[src/rtl/seg_scan_pkg.sv]
`default_nettype none
// ============================================================================
//  Module      : seg_scan_pkg
//  Description : Shared types, constants and helpers for the 7-segment
//                scan multiplexer.
//  Revision    : 1.0 - initial release
// ============================================================================
package seg_scan_pkg;

    // Per-slot display state: leading blanking gap, then digit shown
    typedef enum logic [0:0] {
        ST_BLANK = 1'b0,
        ST_SHOW  = 1'b1
    } scan_state_t;

    // Segments a..g per digit (decimal point carried separately)
    localparam int SEG_W = 7;

    // Map a logical "on" bit onto the pin level for the given drive polarity
    function automatic logic polarity(input logic val, input logic act_low);
        return val ^ act_low;
    endfunction

endpackage
`default_nettype wire

[src/rtl/scan_prescaler.sv]
`default_nettype none
// ============================================================================
//  Module      : scan_prescaler
//  Description : Divides the scan clock into a one-cycle tick every DIV
//                cycles. clr_i restarts the count so the first tick after a
//                restart lands a full DIV cycles later.
//  Revision    : 1.0 - initial release
// ============================================================================
module scan_prescaler #(
    parameter int DIV = 1
) (
    input  logic clk10,
    input  logic rst_n,
    input  logic clr_i,
    output logic tick_o
);

    generate
        if (DIV == 1) begin : g_div_one
            // Every cycle is a tick; no counter needed
            logic w_unused;
            assign w_unused = ^{clk10, rst_n, clr_i};
            assign tick_o   = 1'b1;
        end else begin : g_div_n
            localparam int CW = $clog2(DIV);
            localparam logic [CW-1:0] C_LAST = CW'(DIV - 1);

            logic [CW-1:0] cnt_q;

            // Count 0..DIV-1 and wrap; a restart forces the count back to 0
            always_ff @(posedge clk10 or negedge rst_n) begin
                if (!rst_n) begin
                    cnt_q <= '0;
                end else if (clr_i || (cnt_q == C_LAST)) begin
                    cnt_q <= '0;
                end else begin
                    cnt_q <= cnt_q + 1'b1;
                end
            end

            assign tick_o = (cnt_q == C_LAST);
        end
    endgenerate

endmodule
`default_nettype wire

[src/rtl/seg_scan_mux.sv]
`default_nettype none
// ============================================================================
//  Module      : seg_scan_mux
//  Description : Time-multiplexed N-digit 7-segment driver. Each digit owns a
//                slot of DWELL scan ticks; the first BLANK_TICKS ticks keep all
//                digits dark to suppress ghosting. Inputs for a slot are
//                snapshotted at the slot boundary, outputs are registered and
//                frame_start marks the first output cycle of digit 0.
//                Optional PWM dimming is enabled by defining SEG_SCAN_DIM_EN,
//                which adds the brightness port.
//  Revision    : 1.0 - initial release
// ============================================================================
module seg_scan_mux
    import seg_scan_pkg::*;
#(
    parameter int N_DIGITS    = 4,
    parameter int DIV         = 1,
    parameter int DWELL       = 4,
    parameter int BLANK_TICKS = 1,
    parameter bit SEG_ACT_LOW = 1'b0,
    parameter bit EN_ACT_LOW  = 1'b1,
    parameter int BRW         = 4
) (
    input  logic                      clk10,
    input  logic                      rst_n,
    input  logic [SEG_W*N_DIGITS-1:0] seg_in,
    input  logic [N_DIGITS-1:0]       dp_in,
    input  logic [N_DIGITS-1:0]       digit_mask,
`ifdef SEG_SCAN_DIM_EN
    input  logic [BRW-1:0]            brightness,
`endif
    output logic [SEG_W-1:0]          seg,
    output logic                      dp,
    output logic [N_DIGITS-1:0]       segen,
    output logic                      frame_start
);

    localparam int IDX_W = $clog2(N_DIGITS);
    localparam int TC_W  = $clog2(DWELL);

    localparam logic [IDX_W-1:0] C_IDX_LAST = IDX_W'(N_DIGITS - 1);
    localparam logic [TC_W-1:0]  C_TC_LAST  = TC_W'(DWELL - 1);
    localparam logic [TC_W-1:0]  C_TC_SHOW  = TC_W'(BLANK_TICKS);

    // ------------------------------------------------------------------
    // State and output registers
    // ------------------------------------------------------------------
    // init_q marks the first cycle after reset release: it is treated as
    // the boundary tick of a virtual previous slot, so slot 0 gets a proper
    // input snapshot and a frame_start pulse just like every later frame.
    logic                init_q;
    logic [IDX_W-1:0]    idx_q,       idx_d;
    logic [TC_W-1:0]     tc_q,        tc_d;
    scan_state_t         state_q,     state_d;
    logic [SEG_W-1:0]    snap_seg_q,  snap_seg_d;
    logic                snap_dp_q,   snap_dp_d;
    logic                snap_mask_q, snap_mask_d;
    logic [SEG_W-1:0]    seg_q,       seg_d;
    logic                dp_q,        dp_d;
    logic [N_DIGITS-1:0] segen_q,     segen_d;
    logic                fs_q,        fs_d;

    logic w_tick;
    logic w_slot_end;
    logic w_show;
    logic w_en_on;

    scan_prescaler #(
        .DIV    (DIV)
    ) u_prescaler (
        .clk10  (clk10),
        .rst_n  (rst_n),
        .clr_i  (init_q),
        .tick_o (w_tick)
    );

`ifdef SEG_SCAN_DIM_EN
    logic [BRW-1:0] pwm_q, pwm_d;

    // Free-running PWM phase counter
    always_ff @(posedge clk10 or negedge rst_n) begin
        if (!rst_n) begin
            pwm_q <= '0;
        end else begin
            pwm_q <= pwm_d;
        end
    end

    // Duty compare uses the phase the output register will hold next cycle
    always_comb begin
        pwm_d   = pwm_q + 1'b1;
        w_en_on = (pwm_d < brightness);
    end
`else
    localparam int c_brw_unused = BRW;
    assign w_en_on = 1'b1;
`endif

    assign w_slot_end = init_q || (w_tick && (tc_q == C_TC_LAST));

    // Next slot position, snapshot and output levels (outputs track state_d
    // so the registered pins and the registered state always agree)
    always_comb begin
        idx_d       = idx_q;
        tc_d        = tc_q;
        state_d     = state_q;
        snap_seg_d  = snap_seg_q;
        snap_dp_d   = snap_dp_q;
        snap_mask_d = snap_mask_q;
        fs_d        = 1'b0;
        seg_d       = '0;
        segen_d     = '0;
        dp_d        = 1'b0;
        w_show      = 1'b0;

        if (w_slot_end) begin
            idx_d       = (init_q || (idx_q == C_IDX_LAST)) ? '0 : idx_q + 1'b1;
            tc_d        = '0;
            state_d     = (BLANK_TICKS == 0) ? ST_SHOW : ST_BLANK;
            snap_seg_d  = seg_in[int'(idx_d)*SEG_W +: SEG_W];
            snap_dp_d   = dp_in[idx_d];
            snap_mask_d = digit_mask[idx_d];
            fs_d        = (idx_d == '0);
        end else if (w_tick) begin
            tc_d    = tc_q + 1'b1;
            state_d = (tc_d >= C_TC_SHOW) ? ST_SHOW : ST_BLANK;
        end

        // A masked digit stays dark for its whole slot but still uses the time
        w_show = (state_d == ST_SHOW) && snap_mask_d;

        for (int b = 0; b < SEG_W; b++) begin
            seg_d[b] = polarity(w_show && snap_seg_d[b], SEG_ACT_LOW);
        end
        dp_d = polarity(w_show && snap_dp_d, SEG_ACT_LOW);

        // At most one enable can be on since only idx_d can match
        for (int k = 0; k < N_DIGITS; k++) begin
            segen_d[k] = polarity(w_show && w_en_on && (idx_d == IDX_W'(k)), EN_ACT_LOW);
        end
    end

    // Scan FSM, snapshot and registered pin drivers
    always_ff @(posedge clk10 or negedge rst_n) begin
        if (!rst_n) begin
            init_q      <= 1'b1;
            idx_q       <= '0;
            tc_q        <= '0;
            state_q     <= ST_BLANK;
            snap_seg_q  <= '0;
            snap_dp_q   <= 1'b0;
            snap_mask_q <= 1'b0;
            seg_q       <= {SEG_W{SEG_ACT_LOW}};
            dp_q        <= SEG_ACT_LOW;
            segen_q     <= {N_DIGITS{EN_ACT_LOW}};
            fs_q        <= 1'b0;
        end else begin
            init_q      <= 1'b0;
            idx_q       <= idx_d;
            tc_q        <= tc_d;
            state_q     <= state_d;
            snap_seg_q  <= snap_seg_d;
            snap_dp_q   <= snap_dp_d;
            snap_mask_q <= snap_mask_d;
            seg_q       <= seg_d;
            dp_q        <= dp_d;
            segen_q     <= segen_d;
            fs_q        <= fs_d;
        end
    end

    assign seg         = seg_q;
    assign dp          = dp_q;
    assign segen       = segen_q;
    assign frame_start = fs_q;

endmodule
`default_nettype wire

[config.mk]
export PLATFORM = sky130hd
export DESIGN_NAME = seg_scan_mux
export DESIGN_NICKNAME = d
export VERILOG_FILES = /design/src/rtl/seg_scan_pkg.sv /design/src/rtl/scan_prescaler.sv /design/src/rtl/seg_scan_mux.sv
export SDC_FILE = /design/constraint.sdc
export NUM_CORES = 1
export LEC_CHECK = 0
export BUFFER_PORTS_ARGS = -buffer_cell sky130_fd_sc_hd__clkbuf_2
export CORE_MARGIN = 2
export CORE_UTILIZATION = 52
export DETAILED_ROUTE_END_ITERATION = 8
export PLACE_DENSITY_LB_ADDON = 0.25
export SYNTH_ARGS = -nofsm -noshare
export SYNTH_HDL_FRONTEND = slang
export SYNTH_SLANG_ARGS = --single-unit
[constraint.sdc]
create_clock -name clk10 -period 2.5 [get_ports clk10]
set_input_delay 0.25 -clock clk10 [delete_from_list [all_inputs] [get_ports clk10]]
set_output_delay 0.25 -clock clk10 [all_outputs]
set_load 0.005 [all_outputs]
-- Word level (Yosys, flattened, before mapping)
Index checks and enable logic that the tools add are counted.
- shift operators: 1
- multiply operators: 1
- reductions and logical operators: 17
- add/subtract/negate cells: 2
- mux-type cells: 13
- $lt $le $gt $ge: 2
- equal/unequal tests: 5
- bitwise operators: 4
- operators by type and width (cell ; number):
    28-bit by 6-bit variable part select with 7-bit output ; 1
    1-bit logical AND ; 13
    2-bit equality test, second input constant ; 4
    1-bit two-way mux ; 7
    7-bit two-way mux ; 1
    2-bit two-way mux ; 3
    2-bit by 3-bit multiplier with 5-bit output, second input constant ; 1
    2-bit by 1-bit adder with 2-bit output, second input constant ; 2
    1-bit binary-select mux with 2-bit select ; 2
    2-bit zero test ; 2
    1-bit inverter ; 4
    2-bit by 3-bit less-than comparator with 1-bit output, second input constant ; 1
    2-bit by 1-bit equality test with 1-bit output, second input constant ; 1
    2-bit by 1-bit >= comparator with 1-bit output, second input constant ; 1
    1-bit logical OR ; 2
- bits of input ports: 38
- logic and storage cells: 55
- flip-flop bits (word level): 27

-- Depth between registers and ports, before layout
- word-level depth: 9
- mapped depth: 6

-- Hierarchy
From an unflattened synthesis, not the netlist that was laid out.
- cell total of the unflattened synthesis: 145
- area total of the unflattened synthesis: 1451.4 µm²
- modules (own cells, without submodules) (module ; area an instance (µm²) ; cells each ; times used):
    seg_scan_mux ; 1440.1 ; 143 ; 1
    scan_prescaler ; 11.3 ; 2 ; 1

-- Worst setup path after synthesis
OpenSTA, ideal clock, no wires.
- path type: register to register
- from: reg idx_q[0]
- to: reg snap_seg_q[3]
- arrival time: 1.512 ns
- slack: 0.925 ns
- data required time: 2.437 ns
- cell stages (with the launch flop): 6
- cell sequence: dfrtp_1 > ha_1 > clkbuf_2 > or4b_1 > a21oi_1 > o22a_2
- longest elaborated chain between the ends: 6
- elaborated cells on any way between the ends: 7
- RTL lines (item ; RTL line ; source):
    from (decl) ; seg_scan_mux.sv:52 ; logic [IDX_W-1:0] idx_q, idx_d;
    from (signal assigned) ; seg_scan_mux.sv:159 ; idx_q <= idx_d;
    branches (longest 2 deep; another with 2-bit by 1-bit adder with 2-bit output) ; - ;
    2-bit two-way mux * ; seg_scan_mux.sv:117 ; idx_d = (init_q || (idx_q == C_IDX_LAST)) ? '0 : idx_q + 1'b1;
    2-bit by 3-bit multiplier with 5-bit output * ; seg_scan_mux.sv:120 ; snap_seg_d = seg_in[int'(idx_d)*SEG_W +: SEG_W];
    28-bit by 6-bit variable part select with 7-bit output * ; seg_scan_mux.sv:120 ;
    7-bit two-way mux * ; seg_scan_mux.sv:116 ; if (w_slot_end) begin
    via snap_seg_d[3] ; seg_scan_mux.sv:55 ; logic [SEG_W-1:0] snap_seg_q, snap_seg_d;
    to (signal assigned) ; seg_scan_mux.sv:162 ; snap_seg_q <= snap_seg_d;
    to (decl) ; seg_scan_mux.sv:55 ;
Mark *: on every way through the listed nets, which the timed path passes.

-- Final worst setup path
- from: reg tc_q[0]
- to: reg seg_q[4] (netlist: seg[4])
- longest elaborated chain between the ends: 6
- elaborated cells on any way between the ends: 10
- RTL lines (item ; RTL line ; source):
    from (decl) ; seg_scan_mux.sv:53 ; logic [TC_W-1:0] tc_q, tc_d;
    from (signal assigned) ; seg_scan_mux.sv:160 ; tc_q <= tc_d;
    2-bit by 1-bit adder with 2-bit output ; seg_scan_mux.sv:125 ; tc_d = tc_q + 1'b1;
    2-bit by 1-bit >= comparator with 1-bit output ; seg_scan_mux.sv:126 ; state_d = (tc_d >= C_TC_SHOW) ? ST_SHOW : ST_BLANK;
    1-bit two-way mux ; seg_scan_mux.sv:126 ;
    1-bit two-way mux ; seg_scan_mux.sv:116 ;
    1-bit logical AND ; seg_scan_mux.sv:130 ; w_show = (state_d == ST_SHOW) && snap_mask_d;
    1-bit logical AND * ; seg_scan_mux.sv:133 ; seg_d[b] = polarity(w_show && snap_seg_d[b], SEG_ACT_LOW);
    via seg_d[4] ; seg_scan_mux.sv:58 ; logic [SEG_W-1:0] seg_q, seg_d;
    to (signal assigned) ; seg_scan_mux.sv:153 ; seg_q <= {SEG_W{SEG_ACT_LOW}};
    to (signal assigned) ; seg_scan_mux.sv:165 ; seg_q <= seg_d;
    to (decl) ; seg_scan_mux.sv:58 ;
The timed path passes the listed nets; every way through them passes the cells marked *.

==> flow_metrics.py <==
metrics = {
    "clocking": {
        "cts_post_setup_buffers_inserted": 0,
        "htree_num_levels": 1,
        "clk_pin_slew_ns": 0.14,
        "clock_path_buffers": 2,
        "cts_tree": "done",
        "cts.sinks": 27,
        "clk_latency_ns": 0.31,
        "cts_root_buffer": "clkbuf_4",
        "cts_buffers": 3,
    },
    "finish": {
        "num_antenna_cells": 0,
        "area_growth_syn_to_layout_pct": 19.7,
        "nFillCells": 197,
        "nets": 225,
        "final_area_um2": 1700,
        "drive_above_1_share_pct": 35.5,
    },
    "sta": {
        "fin_crit_ns": 1.87,
        "skew_ns": 0.000678,
        "rsz0062_at_grt": "false",
        "final_hold_viol_count": 0,
        "slew_violations": 0,
        "tns_ns": 0,
        "fmax_ghz": 0.534,
        "worst_slack_ns": 0.627,
        "slew_headroom_pct": 55.6,
        "period_share_pct": 74.9,
        "tightest_slew_ns": 0.666,
        "worst_hold_slack_ns": 0.297,
        "setup_viol": 0,
    },
    "drt": {
        "wl_per_cell_um": 14.1,
        "detail-route-antenna-nets": 0,
        "via_per_inst": 5.61,
        "wl_mm": 3.00,
        "vias": 1194,
        "drt_iter0_drc": 25,
        "firstDrtPassIters": 6,
        "drc_errors": 0,
    },
    "synthesis": {
        "yosysWarningCount": 0,
        "yosysTopAreaCellShare_pct": 38.8,
        "syn-num-nets": 178,
        "yosysTopAreaCell": "dfrtp_1",
        "avgSynthCellArea_um2": 10.3,
        "synth_seq_area_share_pct": 48.1,
        "synth_cell_types": 32,
        "yosys_register_bits": 27,
        "syn_area_um2": 1420,
        "synthCells": 137,
        "synthTopCellsByArea": "dfrtp_1 (39%), dfstp_2 (9.3%), mux2i_1 (5.6%)",
    },
    "floorplan": {
        "dieArea_um2": 3160,
        "start_util_pct": 56.2,
        "core_region_area_um2": 2520,
        "rows": 18,
        "die_w_um": 56.2,
        "die_h_um": 56.2,
        "boundaryPins": 51,
    },
    "power": {
        "leakage_uw": 0.000774,
        "powerDensity_nw_per_um2": 519,
        "total_power_uw": 880,
        "ir_drop_mv": 0.328,
    },
    "placed_design": {
        "dpl_cell_area_um2": 1660,
        "place_ws_ns": 0.633,
        "dp_hpwl_mm": 2.12,
        "port_buffers": 50,
        "gp_congestion": 0.798,
    },
    "min_path": {
        "hp-class": "in2reg",
    },
    "global_routing": {
        "grt_start_max_net_pins": 33,
        "grt_pass1_vias": 1190,
        "grtUsageTotal_pct": 19.7,
        "grt-ovfl-total": 0,
        "antenna_found_initial": 0,
        "grt_first_pass_wirelength_mm": 5.05,
    },
    "job": {
        "maxCapViolations": 0,
    },
    "status": {
        "status": "finished clean",
    },
    "setup_path": {
        "arrival_ns": 2.14,
        "path_class": "reg2reg",
        "cp.required_ns": 2.76,
        "crit_fanout": 19,
        "crit_path_end_kind": "register",
        "cp-start-kind": "register",
    },
}
[cell usage after synthesis]
| cell | number |
|---|---|
| mux2i_1 | 8 |
| buf_2 | 5 |
| nor4_1 | 1 |
| o221ai_1 | 1 |
| nor4b_1 | 1 |
| clkbuf_1 | 3 |
| o22a_2 | 3 |
| or4b_1 | 8 |
| buf_6 | 1 |
| conb_1 | 1 |
| nand2b_1 | 5 |
| o22a_1 | 5 |
| inv_1 | 2 |
| dfrtp_1 | 22 |
| nor3b_1 | 1 |
| nand3b_1 | 1 |
| o21bai_1 | 1 |
| and2_1 | 9 |
| nand2_1 | 11 |
| dfstp_2 | 5 |
| clkbuf_2 | 1 |
| or2_2 | 1 |
| o21ai_1 | 1 |
| o211ai_1 | 8 |
| or4_1 | 1 |
| o21ai_0 | 8 |
| ha_1 | 3 |
| or3b_1 | 1 |
| a21oi_1 | 12 |
| nor2_1 | 5 |
| buf_4 | 1 |
| mux2_2 | 1 |
[state kept, by name, indices dropped and copies added, names as in the netlist]
signal,count
idx_q,2
tc_q,2
dp,1
segen,4
init_q,1
snap_seg_q,7
snap_dp_q,1
snap_mask_q,1
seg,7
frame_start,1
[where the power goes]
part	internal (uW)	switching (uW)	total (uW)
Clock	62.3	122	184
Combinational	96.8	90.2	187
Sequential	485	23.6	509
[per-layer routing]
| layer | global-route usage [%] | routed length (um) |
|---|---|---|
| met1 | 24.0 | 1250 |
| met2 | 37.0 | 1560 |
| met3 | 2.33 | 173 |
| met4 | 4.08 | 15 |
| met5 | 0 | 0 |
[kinds of logic (layout without fill, tap and decap cells)]
group	count (synthesis)	count (layout)	synth area share (%)
AOI/OAI and AO/OA	39	39	18.0
buffers and inverters	13	59	4.77
muxes	9	9	6.44
other	1	1	0.265
DFF	27	27	48.1
and+or+nand+nor	45	45	19.8
adders and majority gates	3	3	2.65
[per-stage QoR]
step	std cells	util (%)
after floorplan	137	-
after global placement	208	65.8
after detailed placement	208	65.8
after CTS	213	67.3
after global routing	213	67.3
final	213	67.3
[critical path, cell delays in order (launching register included)]
cell	delay (ns)
dfrtp_1	0.43
ha_1	0.29
or2_2	0.46
nor2_1	0.44
and2_1	0.20
[what timing repair did]
action	4_1_cts	5_1_grt
hold buffers	1	0
resized for setup	0	0
endpoints found under the hold margin	22	0
[layout make-up]
cell class,instances,area [um2],area share [%]
multi-input combinational,97,668,39.4
sequential,27,682,40.2
clock buffer,4,26.3,1.55
timing repair buffer,53,275,16.2
tap,30,37.5,2.21
inverter,2,7.51,0.442
[cells in the final DEF (no fill, tap or decap), drive strengths merged, types with 2 or more instances in the layout]
master / n
o21ai: 9
nand2b: 5
nor2: 5
nand2: 11
o22a: 8
ha: 3
inv: 2
o211ai: 8
and2: 9
clkbuf: 54
a21oi: 12
or4b: 8
mux2i: 8
buf: 2
dfstp: 5
dfrtp: 22
[path summary, 6_finish.rpt]
check | slack (ns) | end | cells past startpoint | from
worst max-delay path | 0.63 | seg[4] | 4 | tc_q[0]
worst min-delay path | 0.30 | snap_mask_q | 3 | digit_mask[0]
worst max register to register | 0.63 | seg[4] | 4 | tc_q[0]
worst min register to register | 0.49 | tc_q[0] | 1 | tc_q[0]
max in group asynchronous | 1.59 | snap_seg_q[0] | 2 | rst_n
min in group asynchronous | 0.48 | dp | 2 | rst_n
Note: power is estimated with default switching activity, not from simulation.
